[src/rtl/ic_wdata_sched_pkg.sv]
// Shared definitions for the per-slave W-data scheduler.
// Queue entries are packed as {mstr, len}, with mstr in the upper bits.
package ic_wdata_sched_pkg;

    localparam int MSTRS_DEF    = 4;
    localparam int LEN_BITS_DEF = 4;
    localparam int DEPTH_DEF    = 4;

    // Width of an index into n items, never narrower than one bit.
    function automatic int idx_bits(input int n);
        return (n > 1) ? $clog2(n) : 1;
    endfunction

    localparam int MSTR_BITS_DEF = idx_bits(MSTRS_DEF);

    // Width of one ordering-queue entry {mstr, len}.
    function automatic int entry_bits(input int mstr_bits, input int len_bits);
        return mstr_bits + len_bits;
    endfunction

endpackage

[src/rtl/ic_wdata_sched_fifo.sv]
// DEPTH-entry register FIFO holding the AW order for one slave port.
// Pointers carry one extra wrap bit so full and empty are distinguishable.
module ic_wdata_sched_fifo #(
    parameter int WIDTH = 6,
    parameter int DEPTH = 4
) (
    input  logic                     clk,
    input  logic                     reset,
    input  logic                     push,
    input  logic                     pop,
    input  logic [WIDTH-1:0]         din,
    output logic [WIDTH-1:0]         head,
    output logic                     full,
    output logic                     empty,
    output logic [$clog2(DEPTH):0]   count
);

    localparam int AW = $clog2(DEPTH);

    logic [WIDTH-1:0] mem_q [DEPTH];
    logic [WIDTH-1:0] mem_d [DEPTH];
    logic [AW:0]      wr_ptr_q, wr_ptr_d;
    logic [AW:0]      rd_ptr_q, rd_ptr_d;
    logic             push_ok;
    logic             pop_ok;

    assign empty   = (wr_ptr_q == rd_ptr_q);
    assign full    = (wr_ptr_q[AW] != rd_ptr_q[AW]) &&
                     (wr_ptr_q[AW-1:0] == rd_ptr_q[AW-1:0]);
    assign count   = wr_ptr_q - rd_ptr_q;
    assign head    = mem_q[rd_ptr_q[AW-1:0]];
    assign push_ok = push & ~full;
    assign pop_ok  = pop & ~empty;

    // Next-state for storage and pointers.
    always_comb begin
        mem_d    = mem_q;
        wr_ptr_d = wr_ptr_q;
        rd_ptr_d = rd_ptr_q;
        if (push_ok) begin
            mem_d[wr_ptr_q[AW-1:0]] = din;
            wr_ptr_d = wr_ptr_q + (AW+1)'(1);
        end
        if (pop_ok) begin
            rd_ptr_d = rd_ptr_q + (AW+1)'(1);
        end
    end

    // Storage and pointer registers.
    always_ff @(posedge clk or posedge reset) begin
        if (reset) begin
            for (int i = 0; i < DEPTH; i++) begin
                mem_q[i] <= '0;
            end
            wr_ptr_q <= '0;
            rd_ptr_q <= '0;
        end else begin
            mem_q    <= mem_d;
            wr_ptr_q <= wr_ptr_d;
            rd_ptr_q <= rd_ptr_d;
        end
    end

endmodule

[src/rtl/ic_wdata_sched.sv]
// Per-slave W-data scheduler: routes master W bursts to the slave in AW order,
// regenerates WLAST from AWLEN and flags bursts whose WLAST disagrees.
module ic_wdata_sched
    import ic_wdata_sched_pkg::*;
#(
    parameter int MSTRS     = MSTRS_DEF,
    parameter int MSTR_BITS = idx_bits(MSTRS),
    parameter int DATA_BITS = 64,
    parameter int STRB_BITS = DATA_BITS / 8,
    parameter int ID_BITS   = 4,
    parameter int LEN_BITS  = LEN_BITS_DEF,
    parameter int DEPTH     = DEPTH_DEF
) (
    input  logic                       clk,
    input  logic                       reset,
    input  logic                       AWVALID,
    input  logic                       AWREADY,
    input  logic [MSTR_BITS-1:0]       AWMSTR,
    input  logic [LEN_BITS-1:0]        AWLEN,
    output logic                       AWSTALL,
    input  logic [MSTRS-1:0]           M_WVALID,
    output logic [MSTRS-1:0]           M_WREADY,
    input  logic [MSTRS*DATA_BITS-1:0] M_WDATA,
    input  logic [MSTRS*STRB_BITS-1:0] M_WSTRB,
    input  logic [MSTRS*ID_BITS-1:0]   M_WID,
    input  logic [MSTRS-1:0]           M_WLAST,
    output logic                       S_WVALID,
    output logic [DATA_BITS-1:0]       S_WDATA,
    output logic [STRB_BITS-1:0]       S_WSTRB,
    output logic [ID_BITS-1:0]         S_WID,
    output logic                       S_WLAST,
    input  logic                       S_WREADY,
    output logic                       LEN_ERR,
    output logic [MSTR_BITS-1:0]       ERR_MSTR
);

    localparam int EW = entry_bits(MSTR_BITS, LEN_BITS);
    localparam int CW = $clog2(DEPTH) + 1;

    logic [EW-1:0]        fifo_head;
    logic                 fifo_full;
    logic                 fifo_empty;
    logic [CW-1:0]        fifo_count;
    logic [MSTR_BITS-1:0] head_mstr;
    logic [LEN_BITS-1:0]  head_len;
    logic                 push;
    logic                 pop;
    logic                 beat;
    logic                 head_wlast;

    logic [LEN_BITS-1:0]  bcnt_q, bcnt_d;
    logic                 len_err_q, len_err_d;
    logic [MSTR_BITS-1:0] err_mstr_q, err_mstr_d;

    assign AWSTALL   = (fifo_count == CW'(DEPTH));
    assign push      = AWVALID & AWREADY & ~fifo_full;
    assign head_mstr = fifo_head[EW-1:LEN_BITS];
    assign head_len  = fifo_head[LEN_BITS-1:0];
    assign S_WLAST   = ~fifo_empty & (bcnt_q == head_len);
    assign beat      = S_WVALID & S_WREADY;
    assign pop       = beat & S_WLAST;
    assign LEN_ERR   = len_err_q;
    assign ERR_MSTR  = err_mstr_q;

    ic_wdata_sched_fifo #(
        .WIDTH (EW),
        .DEPTH (DEPTH)
    ) u_fifo (
        .clk   (clk),
        .reset (reset),
        .push  (push),
        .pop   (pop),
        .din   ({AWMSTR, AWLEN}),
        .head  (fifo_head),
        .full  (fifo_full),
        .empty (fifo_empty),
        .count (fifo_count)
    );

    // Zero-latency W routing from the master that owns the head entry.
    always_comb begin
        S_WVALID   = 1'b0;
        S_WDATA    = '0;
        S_WSTRB    = '0;
        S_WID      = '0;
        M_WREADY   = '0;
        head_wlast = 1'b0;
        if (!fifo_empty) begin
            for (int i = 0; i < MSTRS; i++) begin
                if (head_mstr == MSTR_BITS'(i)) begin
                    S_WVALID    = M_WVALID[i];
                    S_WDATA     = M_WDATA[i*DATA_BITS +: DATA_BITS];
                    S_WSTRB     = M_WSTRB[i*STRB_BITS +: STRB_BITS];
                    S_WID       = M_WID[i*ID_BITS +: ID_BITS];
                    M_WREADY[i] = S_WREADY;
                    head_wlast  = M_WLAST[i];
                end
            end
        end
    end

    // Beat counter and length-check next state.
    always_comb begin
        bcnt_d     = bcnt_q;
        len_err_d  = 1'b0;
        err_mstr_d = err_mstr_q;
        if (beat) begin
            bcnt_d = pop ? '0 : bcnt_q + LEN_BITS'(1);
            if (head_wlast != S_WLAST) begin
                len_err_d  = 1'b1;
                err_mstr_d = head_mstr;
            end
        end
    end

    // Beat counter and error registers.
    always_ff @(posedge clk or posedge reset) begin
        if (reset) begin
            bcnt_q     <= '0;
            len_err_q  <= 1'b0;
            err_mstr_q <= '0;
        end else begin
            bcnt_q     <= bcnt_d;
            len_err_q  <= len_err_d;
            err_mstr_q <= err_mstr_d;
        end
    end

endmodule
[config.mk]
export PLATFORM = sky130hd
export DESIGN_NAME = ic_wdata_sched
export DESIGN_NICKNAME = d
export VERILOG_FILES = /design/src/rtl/ic_wdata_sched_pkg.sv /design/src/rtl/ic_wdata_sched_fifo.sv /design/src/rtl/ic_wdata_sched.sv
export SDC_FILE = /design/constraint.sdc
export NUM_CORES = 1
export LEC_CHECK = 0
export CORE_AREA = 4 4 158 160
export CTS_CLUSTER_DIAMETER = 120
export DETAILED_ROUTE_END_ITERATION = 8
export DIE_AREA = 0 0 162 164
export PLACE_DENSITY = 0.65
export SLEW_MARGIN = 30
export SYNTH_ARGS = -nofsm -noshare
export SYNTH_HDL_FRONTEND = slang
export SYNTH_SLANG_ARGS = --single-unit
[constraint.sdc]
create_clock -name clk -period 5.3 [get_ports clk]
set_input_delay 0.795 -clock clk [delete_from_list [all_inputs] [get_ports clk]]
set_output_delay 0.795 -clock clk [all_outputs]
set_load 0.01 [all_outputs]
* Word-level counts from Yosys, hierarchy flattened
Cells that the tools add are included.
Operators by class: add/subtract/negate cells 4, $lt $le $gt $ge 3, equality and inequality tests 9, muxes and demuxes 39, bitwise logic cells 11, reductions and logical operators 4
Operators by type and width (number):
- $mux 64 | 5
- $mux 8 | 5
- $mux 4 | 7
- $bwmux 24 | 1
- $mux 6 | 3
- $mux 1 | 16
- $bmux 6 s2 | 1
- $demux 6 s2 | 1
- $and 1x1->1 | 7
- $add 3x1->3 const B | 2
- $ge 3x3->1 const B | 2
- $not 2->3 | 2
- $add 4x1->4 const B | 1
- $eq 2x2->1 const B | 2
- $eq 4x4->1 | 1
- $eq 3x3->1 | 1
- $eq 3x3->1 const B | 1
- $lt 3x1->1 const B | 1
- $sub 3x3->3 | 1
- $eq 2x1->1 const B | 1
- $eq 2x2->1 | 1
- $logic_and 1x1->1 | 2
- $logic_not 2->1 | 1
- $ne 1x1->1 | 2
- other kinds (2) | 3
Storage, ports and cells: bits in registers 37, bits of input ports 323, output and inout bits 86

* Longest topological paths before layout
Gate-level depths: netlist of the first run.
depth after elaboration 13, gate-level depth with buffers 9, mapped depth without buffers 8

* By module
A second synthesis of the first run with hierarchy kept.
Second synthesis, totals: cells, all modules 327, area total of the unflattened synthesis 4279.1 um^2
Modules (own cells, without submodules):
- ic_wdata_sched | instances 1, cells each 226, area an instance 2797.7 um^2
- ic_wdata_sched_fifo | instances 1, cells each 101, area an instance 1481.4 um^2

* Worst setup path before layout of the first run
OpenSTA, ideal clock, no wires.
path kind register to output, from reg u_fifo.rd_ptr_q[0], to out S_WDATA[56], arrival time 2371 ps, data required time 4505 ps, setup slack 2134 ps, cell stages (with the launch flop) 8, path buffers 4, path through dfrtp_1 > buf_6 > mux4_2 > buf_2 > buf_2 > buf_2 > mux4_2 > and2_1
On the way: cells in the longest elaborated chain, start to end 10, elaborated cells on any way between the ends 14, classes of those cells eq/ne: 4; mux: 8; bitwise: 1; reduce/logical: 1
RTL lines:
- from (decl) | line ic_wdata_sched_fifo.sv:23 | logic [AW:0] rd_ptr_q, rd_ptr_d;
- from (signal assigned) | line ic_wdata_sched_fifo.sv:60 | rd_ptr_q <= rd_ptr_d;
- $not 2->3 (not written as such) | line ic_wdata_sched_fifo.sv:31 | assign head = mem_q[rd_ptr_q[AW-1:0]];
- $bmux 6 s2 | line ic_wdata_sched_fifo.sv:31
- $mux 6 (not written as such) (2 in a row) | line ic_wdata_sched_fifo.sv:31
- $logic_not 2->1 | line ic_wdata_sched.sv:90 | if (head_mstr == MSTR_BITS'(i)) begin
- $mux 64 (4 in a row) | line ic_wdata_sched.sv:90
- $mux 64 * | line ic_wdata_sched.sv:88 | if (!fifo_empty) begin
- to (decl) | line ic_wdata_sched.sv:28 | output logic [DATA_BITS-1:0] S_WDATA,
Mark *: on every way between the ends. The rest lies on a longest branch, timed or not. The select of a mux whose other input is x is not followed.

* Final worst setup path of the first run
from reg u_fifo.rd_ptr_q[0], to out S_WDATA[2]
The elaborated chain is that of the path after synthesis.

==> impl_metrics.toml, run 1 <==
[sta]
max_freq_mhz = 230
finalSetupTns_ns = 0
fin_crit_sh_pct = 82.0
hold_viol = 0
finClkSkew_ns = 0.00729
max_slew_margin_pct = 51.6
period_minus_slack_ns = 4.35
fin_ws_ns = 0.954
rsz0062_at_grt = "no"
maxSlewViolCount = 0
tightest_slew_ns = 0.727
setup_violations = 0

[detailed_routing]
viasPerCell = 4.30
dr_total_vias = 4460
first_pass_iters = 4
antenna_left = 0
drtIter0Drc = 270
drc = 0
wl_per_cell_um = 21.7
wirelength_um = 22500

[cts]
root_buffer = "clkbuf_16"
cts_setup_buffers = 0
cts_tree = "yes"
clockBufferDepth = 2
clk_pin_slew_ns = 0.05
h-tree-depth = 2
cts.sinks = 37
hold_buffers = 0
cts_buffers = 5
ctsResizeCount = 0
clock_latency_ns = 0.28

[synthesis]
synth_top_flop_cell = "dfrtp_1"
synthDominantCellAreaShare_pct = 43.5
synth-edff-count = 0
ys_ff_latch = 37
yosys_warnings = 0
synthCells = 327
synth_fp_nets = 658
synth_area_leaders = "mux4_2, dfrtp_1, and2_1"
yosysSeqAreaShare_pct = 21.8
synth_area_um2 = 4250
netlist.top_cell.by_area = "mux4_2"
synth_area_per_cell_um2 = 13.0
ys_async_sr_fraction_pct = 100
synth.distinct_cells = 31

[finish]
syn_to_final_growth_pct = 107
diodes = 0
drive_gt1_share_pct = 17.4
fin_area_um2 = 8810
layout.nets = 1049
fin_util_pct = 37.6

[setup_path]
reg2reg_slack_ns = 1.82
cp-start-kind = "flip-flop"
r2r-end = "ERR_MSTR[0]"
r2r-start = "u_fifo.rd_ptr_q[0]"
arrival_ns = 3.55
worstPathMaxFanout = 44
end_kind = "output pin"
cp.required_ns = 4.51
path_class = "flip-flop to output pin"
worstRegToRegCells = 6

[floorplan]
rows = 56
start_util_pct = 18.1
ios = 409
die_w_um = 162
die-height_um = 164
dieArea_um2 = 26600
core_um2 = 23400

[placement]
io_buffer_count = 408
gp_congestion = 0.967
placed_area_um2 = 8670
place_hpwl_um = 18900
preCtsSetupSlack_ns = 1.20

[grt]
grt_usage_pct = 15.7
grt_pass1_wl_um = 31600
antenna_found_initial = 2
grt_max_degree = 48
grt_overflow_total = 0
grt_pass1_vias = 4703

[hold_path]
worstHoldStart = "u_fifo.mem_q[17]"
hold_path.class = "flip-flop to flip-flop"
min_path_cells = 1
holdPathEnd = "u_fifo.mem_q[17]"

[run]
maxCapViolCount = 0

[power]
power.leakage_nw = 3.19
total_power_mw = 6.42
peakVddDrop_mv = 0.453
power_density_nw_per_um2 = 729

[status]
status = "completed"
==> sequential cells by signal (all words and copies together) (netlist names) <==
name,cells
ERR_MSTR,2
LEN_ERR,1
bcnt_q,4
u_fifo.mem_q,24
u_fifo.rd_ptr_q,3
u_fifo.wr_ptr_q,3
==> per-layer routing <==
layer	vias to the layer above	share of wire (%)	global-route usage, %
met2	175	51	28.0
met1	2217	40	19.8
li1	2050	-	-
met4	4	0.47	1.27
met5	-	0.12	0
met3	14	7.9	4.47
==> layout by cell type (no fill, tap or decap), types with 2 or more instances in the layout <==
master / instances
mux2_2: 25
mux2i_1: 6
clkdlybuf4s50_1: 408
o2bb2ai_1: 2
dfrtp_1: 37
ha_1: 8
buf_12: 2
o21ai_0: 8
clkbuf_16: 5
mux4_2: 80
xor2_1: 2
xnor2_1: 9
nor2b_1: 2
nand2b_1: 2
nor2_1: 7
mux4_4: 2
buf_4: 3
and2_1: 76
nand2_1: 13
inv_1: 4
mux2_4: 2
==> cell type report <==
type                    count  area [um^2]
fillers                  2340        14600
repair buffers            413         4150
multi-input cells         256         3180
flip-flops and latches     37          926
well taps                 319          399
clock buffers               7          143
inverters                   5         18.8
==> worst max path at each step <==
stage / startpoint / endpoint / slack, ns
final: u_fifo.rd_ptr_q[0] / S_WDATA[2] / 0.95
after detailed placement: u_fifo.rd_ptr_q[0] / S_WDATA[2] / 1.20
after global routing: u_fifo.rd_ptr_q[0] / S_WDATA[2] / 0.73
after CTS: u_fifo.rd_ptr_q[0] / S_WDATA[28] / 0.91
after global placement: u_fifo.rd_ptr_q[0] / S_WDATA[2] / 1.22
after floorplan: u_fifo.rd_ptr_q[0] / S_WDATA[56] / 2.13
==> where the power goes <==
group | internal [mW] | switching [mW]
combinational | 3.27 | 2.33
sequential | 0.422 | 0.118
clock | 0.185 | 0.107
==> kinds of logic after synthesis <==
group / Yosys count / synth area share (%)
muxes: 115 / 52.2
and+or+nand+nor: 105 / 14.5
DFF: 37 / 21.8
buffers and inverters: 34 / 3.65
AOI/OAI and AO/OA: 17 / 3.18
xor gates and xnor gates: 11 / 2.27
adders and majority gates: 8 / 2.36
==> cell usage after synthesis, drive strengths merged, types with 2 or more instances <==
master / n
mux2i: 6
dfrtp: 37
nand2b: 2
xor2: 2
and2: 76
nor2: 7
o21ai: 8
inv: 5
nor2b: 2
clkbuf: 17
o2bb2ai: 2
buf: 12
mux4: 82
nand2: 13
xnor2: 9
ha: 8
mux2: 27
==> worst max-delay path: stages, from the launching register on <==
cell and delay, ns:
dfrtp_1 0.69, mux4_4 1.04, buf_12 0.32, mux4_2 0.45
and2_1 0.22, clkdlybuf4s50_1 0.50
==> stage by stage <==
step / hold slack [ns] / cells
after floorplan: 0.474 / 327
after global placement: 0.484 / 1030
after detailed placement: 0.491 / 1030
after CTS: 0.503 / 1037
after global routing: 0.519 / 1037
final: 0.503 / 1037
Power figures use the tool's default switching activity.
==> inputs of run 2 (changes only) <==
==> constraint.sdc (replaced) <==
create_clock -name clk -period 4.12 [get_ports clk]
set_input_delay 0.618 -clock clk [delete_from_list [all_inputs] [get_ports clk]]
set_output_delay 0.618 -clock clk [all_outputs]
set_load 0.01 [all_outputs]
==> impl_metrics.toml, run 2 (same netlist as run 1, synthesis figures left out) <==
[placement]
gp_congestion = 0.890
dp_cells = 1035
io_buffer_count = 408
placed_area_um2 = 8700
preCtsSetupSlack_ns = 0.787
place_hpwl_um = 19300

[sta]
maxSlewViolCount = 0
fin_hold_ws_ns = 0.501
period_minus_slack_ns = 3.62
finClkSkew_ns = 0.00537
fin_crit_sh_pct = 88.0
rsz0062_at_grt = "no"
max_slew_margin_pct = 58.8
fin_ws_ns = 0.496
finalSetupTns_ns = 0
tightest_slew_ns = 0.618
setup_violations = 0
max_freq_mhz = 276
hold_viol = 0

[floorplan]
core_um2 = 23400
start_util_pct = 18.1
die_w_um = 162
rows = 56
ios = 409
die-height_um = 164
dieArea_um2 = 26600

[cts]
root_buffer = "clkbuf_16"
clk_pin_slew_ns = 0.05
clockBufferDepth = 2
ctsResizeCount = 0
cts_tree = "yes"
cts.sinks = 37
cts_setup_buffers = 0
cts_buffers = 5
clock_latency_ns = 0.28
hold_buffers = 0
h-tree-depth = 2

[status]
status = "completed"

[finish]
largest_reg_flops = 24
layout.nets = 1054
drive_gt1_share_pct = 18.0
final_cells = 1043
fin_util_pct = 37.8
fillers = 2347
final_common_cell = "clkdlybuf4s50_1"
syn_to_final_growth_pct = 108
largest-register = "u_fifo.mem_q"
final_cell_mix = "clkdlybuf4s50_1, mux4_2, and2_1"
reg_top3 = "u_fifo.mem_q (24), bcnt_q (4)"
fin_area_um2 = 8850

[setup_path]
worstPathMaxFanout = 43
path_class = "flip-flop to output pin"
r2r-end = "ERR_MSTR[1]"
cp-start-kind = "flip-flop"
path_cells = "buf_4, mux4_4, buf_4, mux4_2, and2_1, clkdlybuf4s50_1"
r2r-start = "u_fifo.rd_ptr_q[0]"
end_kind = "output pin"
reg2reg_slack_ns = 1.26
crit_family = "buffers and inverters"
arrival_ns = 3.01
cpMaxStageDelayCell = "mux4_4"
cp.buffers_inverters = 3
critical_path_cell_count = 6
worstRegToRegCells = 7
crit_top_cell = "buf_4"
max_stage_delay_ns = 0.69
cp.required_ns = 3.50

[hold_path]
worstHoldStart = "u_fifo.mem_q[13]"
holdPathEnd = "u_fifo.mem_q[13]"
min_path_cells = 1
hold_path.class = "flip-flop to flip-flop"

[grt]
grt_overflow_total = 0
grt_max_degree = 44
antenna_found_initial = 2
grt_pass1_wl_um = 31600
grt_usage_pct = 15.8
grt_pass1_vias = 4790

[power]
clock_power_share_pct = 4.4
total_power_mw = 8.36
p_sw_share_pct = 39.8
power_frac_comb_pct = 87.7
switching_power_mw = 3.33
internal_power_mw = 5.03
power_density_nw_per_um2 = 944
pwr-share-seq_pct = 7.9
power.leakage_nw = 3.22
peakVddDrop_mv = 0.453

[detailed_routing]
viasPerCell = 4.36
first_pass_iters = 7
antenna_left = 0
drtIter0Drc = 231
wl_per_cell_um = 21.9
drc = 0
wirelength_um = 22900
dr_total_vias = 4549

[run]
maxCapViolCount = 0
[run 2: worst max-delay path by stage]
stage	from	end	slack, ns
after detailed placement	u_fifo.rd_ptr_q[0]	S_WSTRB[4]	0.79
final	u_fifo.rd_ptr_q[0]	S_WDATA[63]	0.50
after global routing	u_fifo.rd_ptr_q[0]	S_WDATA[31]	0.41
after global placement	u_fifo.rd_ptr_q[0]	S_WDATA[38]	0.82
after CTS	u_fifo.rd_ptr_q[0]	S_WSTRB[4]	0.48
after floorplan	u_fifo.rd_ptr_q[0]	S_WDATA[56]	1.13
[run 2: area by class of cell]
cell class                 instances  area, um^2  area share (%)
clock buffer                       7         143            1.61
timing repair buffer             418        4180            47.3
sequential                        37         926            10.5
multi-input combinational        256        3180            35.9
inverter                           5        18.8           0.212
antenna                            1        2.50          0.0283
tap                              319         399            4.51
[run 2: per-layer routing]
layer	vias up	global-route usage [%]	wire length, um	part of all wire, %
met5	-	0	7	0.031
li1	2071	-	-	-
met1	2258	19.7	8980	39
met4	2	2.58	289	1.3
met3	19	3.71	1810	7.9
met2	199	28.2	11800	52
[run 2: power by group through the flow]
stage,clock network (mW),logic (mW),registers (mW)
after floorplan,0,4.11,0.634
after global placement,0,7.42,0.659
after detailed placement,0,7.42,0.664
after CTS,0.382,7.47,0.659
after global routing,0.395,7.80,0.681
final,0.371,7.33,0.658
==> inputs of run 3 (changes only) <==
--- a/config.mk
+++ b/config.mk
@@ -7,6 +7,7 @@
 export LEC_CHECK = 0
 export CORE_AREA = 4 4 158 160
 export CTS_CLUSTER_DIAMETER = 120
+export CTS_CLUSTER_SIZE = 14
 export DETAILED_ROUTE_END_ITERATION = 8
 export DIE_AREA = 0 0 162 164
 export PLACE_DENSITY = 0.65
==> constraint.sdc (replaced) <==
create_clock -name clk -period 4.12 [get_ports clk]
set_input_delay 0.824 -clock clk [delete_from_list [all_inputs] [get_ports clk]]
set_output_delay 0.824 -clock clk [all_outputs]
set_load 0.01 [all_outputs]
==> impl_metrics.toml, run 3 (same netlist as run 1, synthesis figures left out) <==
[status]
status = "completed"

[grt]
antenna_found_initial = 6
grt_usage_pct = 15.5
grt_pass1_vias = 4655
grt_pass1_wl_um = 31000
grt_max_degree = 46
grt_overflow_total = 0

[sta]
tightest_slew_ns = 0.665
max_freq_mhz = 260
fin_hold_ws_ns = 0.503
max_slew_margin_pct = 55.6
finalSetupTns_ns = 0
period_minus_slack_ns = 3.84
rsz0062_at_grt = "no"
finClkSkew_ns = 0.00238
maxSlewViolCount = 0
hold_viol = 0
setup_violations = 0
fin_crit_sh_pct = 93.3

[finish]
largest_reg_flops = 24
largest-register = "u_fifo.mem_q"
fin_area_um2 = 8840
reg_top3 = "u_fifo.mem_q (24), bcnt_q (4)"
drive_gt1_share_pct = 17.6
layout.nets = 1052
final_common_cell = "clkdlybuf4s50_1"
final_cell_mix = "clkdlybuf4s50_1, mux4_2, and2_1"
syn_to_final_growth_pct = 108
fin_util_pct = 37.8

[power]
total_power_mw = 8.37
power.leakage_nw = 3.20
power_density_nw_per_um2 = 946
peakVddDrop_mv = 0.435

[setup_path]
cp.buffers_inverters = 2
arrival_ns = 3.02
path_cells = "mux4_4, buf_4, mux4_2, and2_1, clkdlybuf4s50_1"
reg2reg_slack_ns = 1.03
path_class = "flip-flop to output pin"
max_stage_delay_ns = 0.71
worstPathMaxFanout = 45
crit_family = "multiplexers"
cp.required_ns = 3.30
end_kind = "output pin"
cp-start-kind = "flip-flop"
cpMaxStageDelayCell = "mux4_4"

[detailed_routing]
drtIter0Drc = 208
wirelength_um = 22400
drc = 0
viasPerCell = 4.27
dr_total_vias = 4460
first_pass_iters = 4
wl_per_cell_um = 21.5
antenna_left = 0

[floorplan]
ios = 409
die-height_um = 164
start_util_pct = 18.1
dieArea_um2 = 26600
core_um2 = 23400
die_w_um = 162
rows = 56

[cts]
clockBufferDepth = 2
h-tree-depth = 2
cts_tree = "yes"
cts.sinks = 37
root_buffer = "clkbuf_16"
hold_buffers = 0
ctsResizeCount = 0
clock_latency_ns = 0.28
clk_pin_slew_ns = 0.05
cts_buffers = 5
cts_setup_buffers = 0

[run]
maxCapViolCount = 0

[hold_path]
hold_path.class = "flip-flop to flip-flop"

[placement]
gp_congestion = 0.907
io_buffer_count = 408
placed_area_um2 = 8700
place_hpwl_um = 18800
## run 3: changes by cell type in the layout (fill, tap and decap cells not counted), sizes merged
cell	change
buf	-2
diode	+2
clkbuf	+1
clkinv	+1
inv	-1
## run 3: path summary, 6_finish.rpt
check	start	endpoint	depth (start not counted)
setup / recovery	u_fifo.rd_ptr_q[0]	S_WDATA[40]	5
hold / removal	u_fifo.mem_q[1]	u_fifo.mem_q[1]	1
setup reg to reg	u_fifo.rd_ptr_q[0]	ERR_MSTR[0]	7
hold reg to reg	u_fifo.mem_q[1]	u_fifo.mem_q[1]	1
max in group asynchronous	reset	bcnt_q[3]	3
min in group asynchronous	reset	u_fifo.mem_q[9]	3
## run 3: stage by stage
step                      setup WS [ns]  std cells
final                             0.277       1044
after global routing             0.0384       1043
after CTS                         0.204       1041
after detailed placement          0.526       1033
after global placement            0.543       1033
after floorplan                   0.925        327
## run 3: area by class of cell
type / instances / area [um^2]
antenna: 3 / 7.51
clock buffer: 8 / 136
fill: 2298 / 14600
multi-input combinational: 256 / 3180
sequential: 37 / 926
timing repair buffer: 416 / 4180
tap: 319 / 399
inverter: 5 / 18.8
## run 3: power by group
| group | switching (mW) | internal [mW] | leakage (nW) |
|---|---|---|---|
| clock network | 0.135 | 0.225 | 0.0652 |
| registers | 0.139 | 0.543 | 0.451 |
| logic | 3.08 | 4.25 | 2.69 |
## run 3: per-layer routing
layer | vias to the layer above | track usage, % | share of wire (%)
li1 | 2072 | - | -
met1 | 2195 | 19.3 | 40
met2 | 162 | 26.9 | 51
met3 | 25 | 4.52 | 7.4
met4 | 6 | 2.73 | 1.4
met5 | - | 0 | 0.18
## run 3: worst register-to-register path, delay by kind of cell, from the launching register on
| kind | cells | cell delay (ns) |
|---|---|---|
| compound gates | 3 | 0.92 |
| buf+inv | 1 | 0.31 |
| flops | 1 | 0.50 |
| mux | 2 | 1.03 |
| simple gates | 1 | 0.24 |
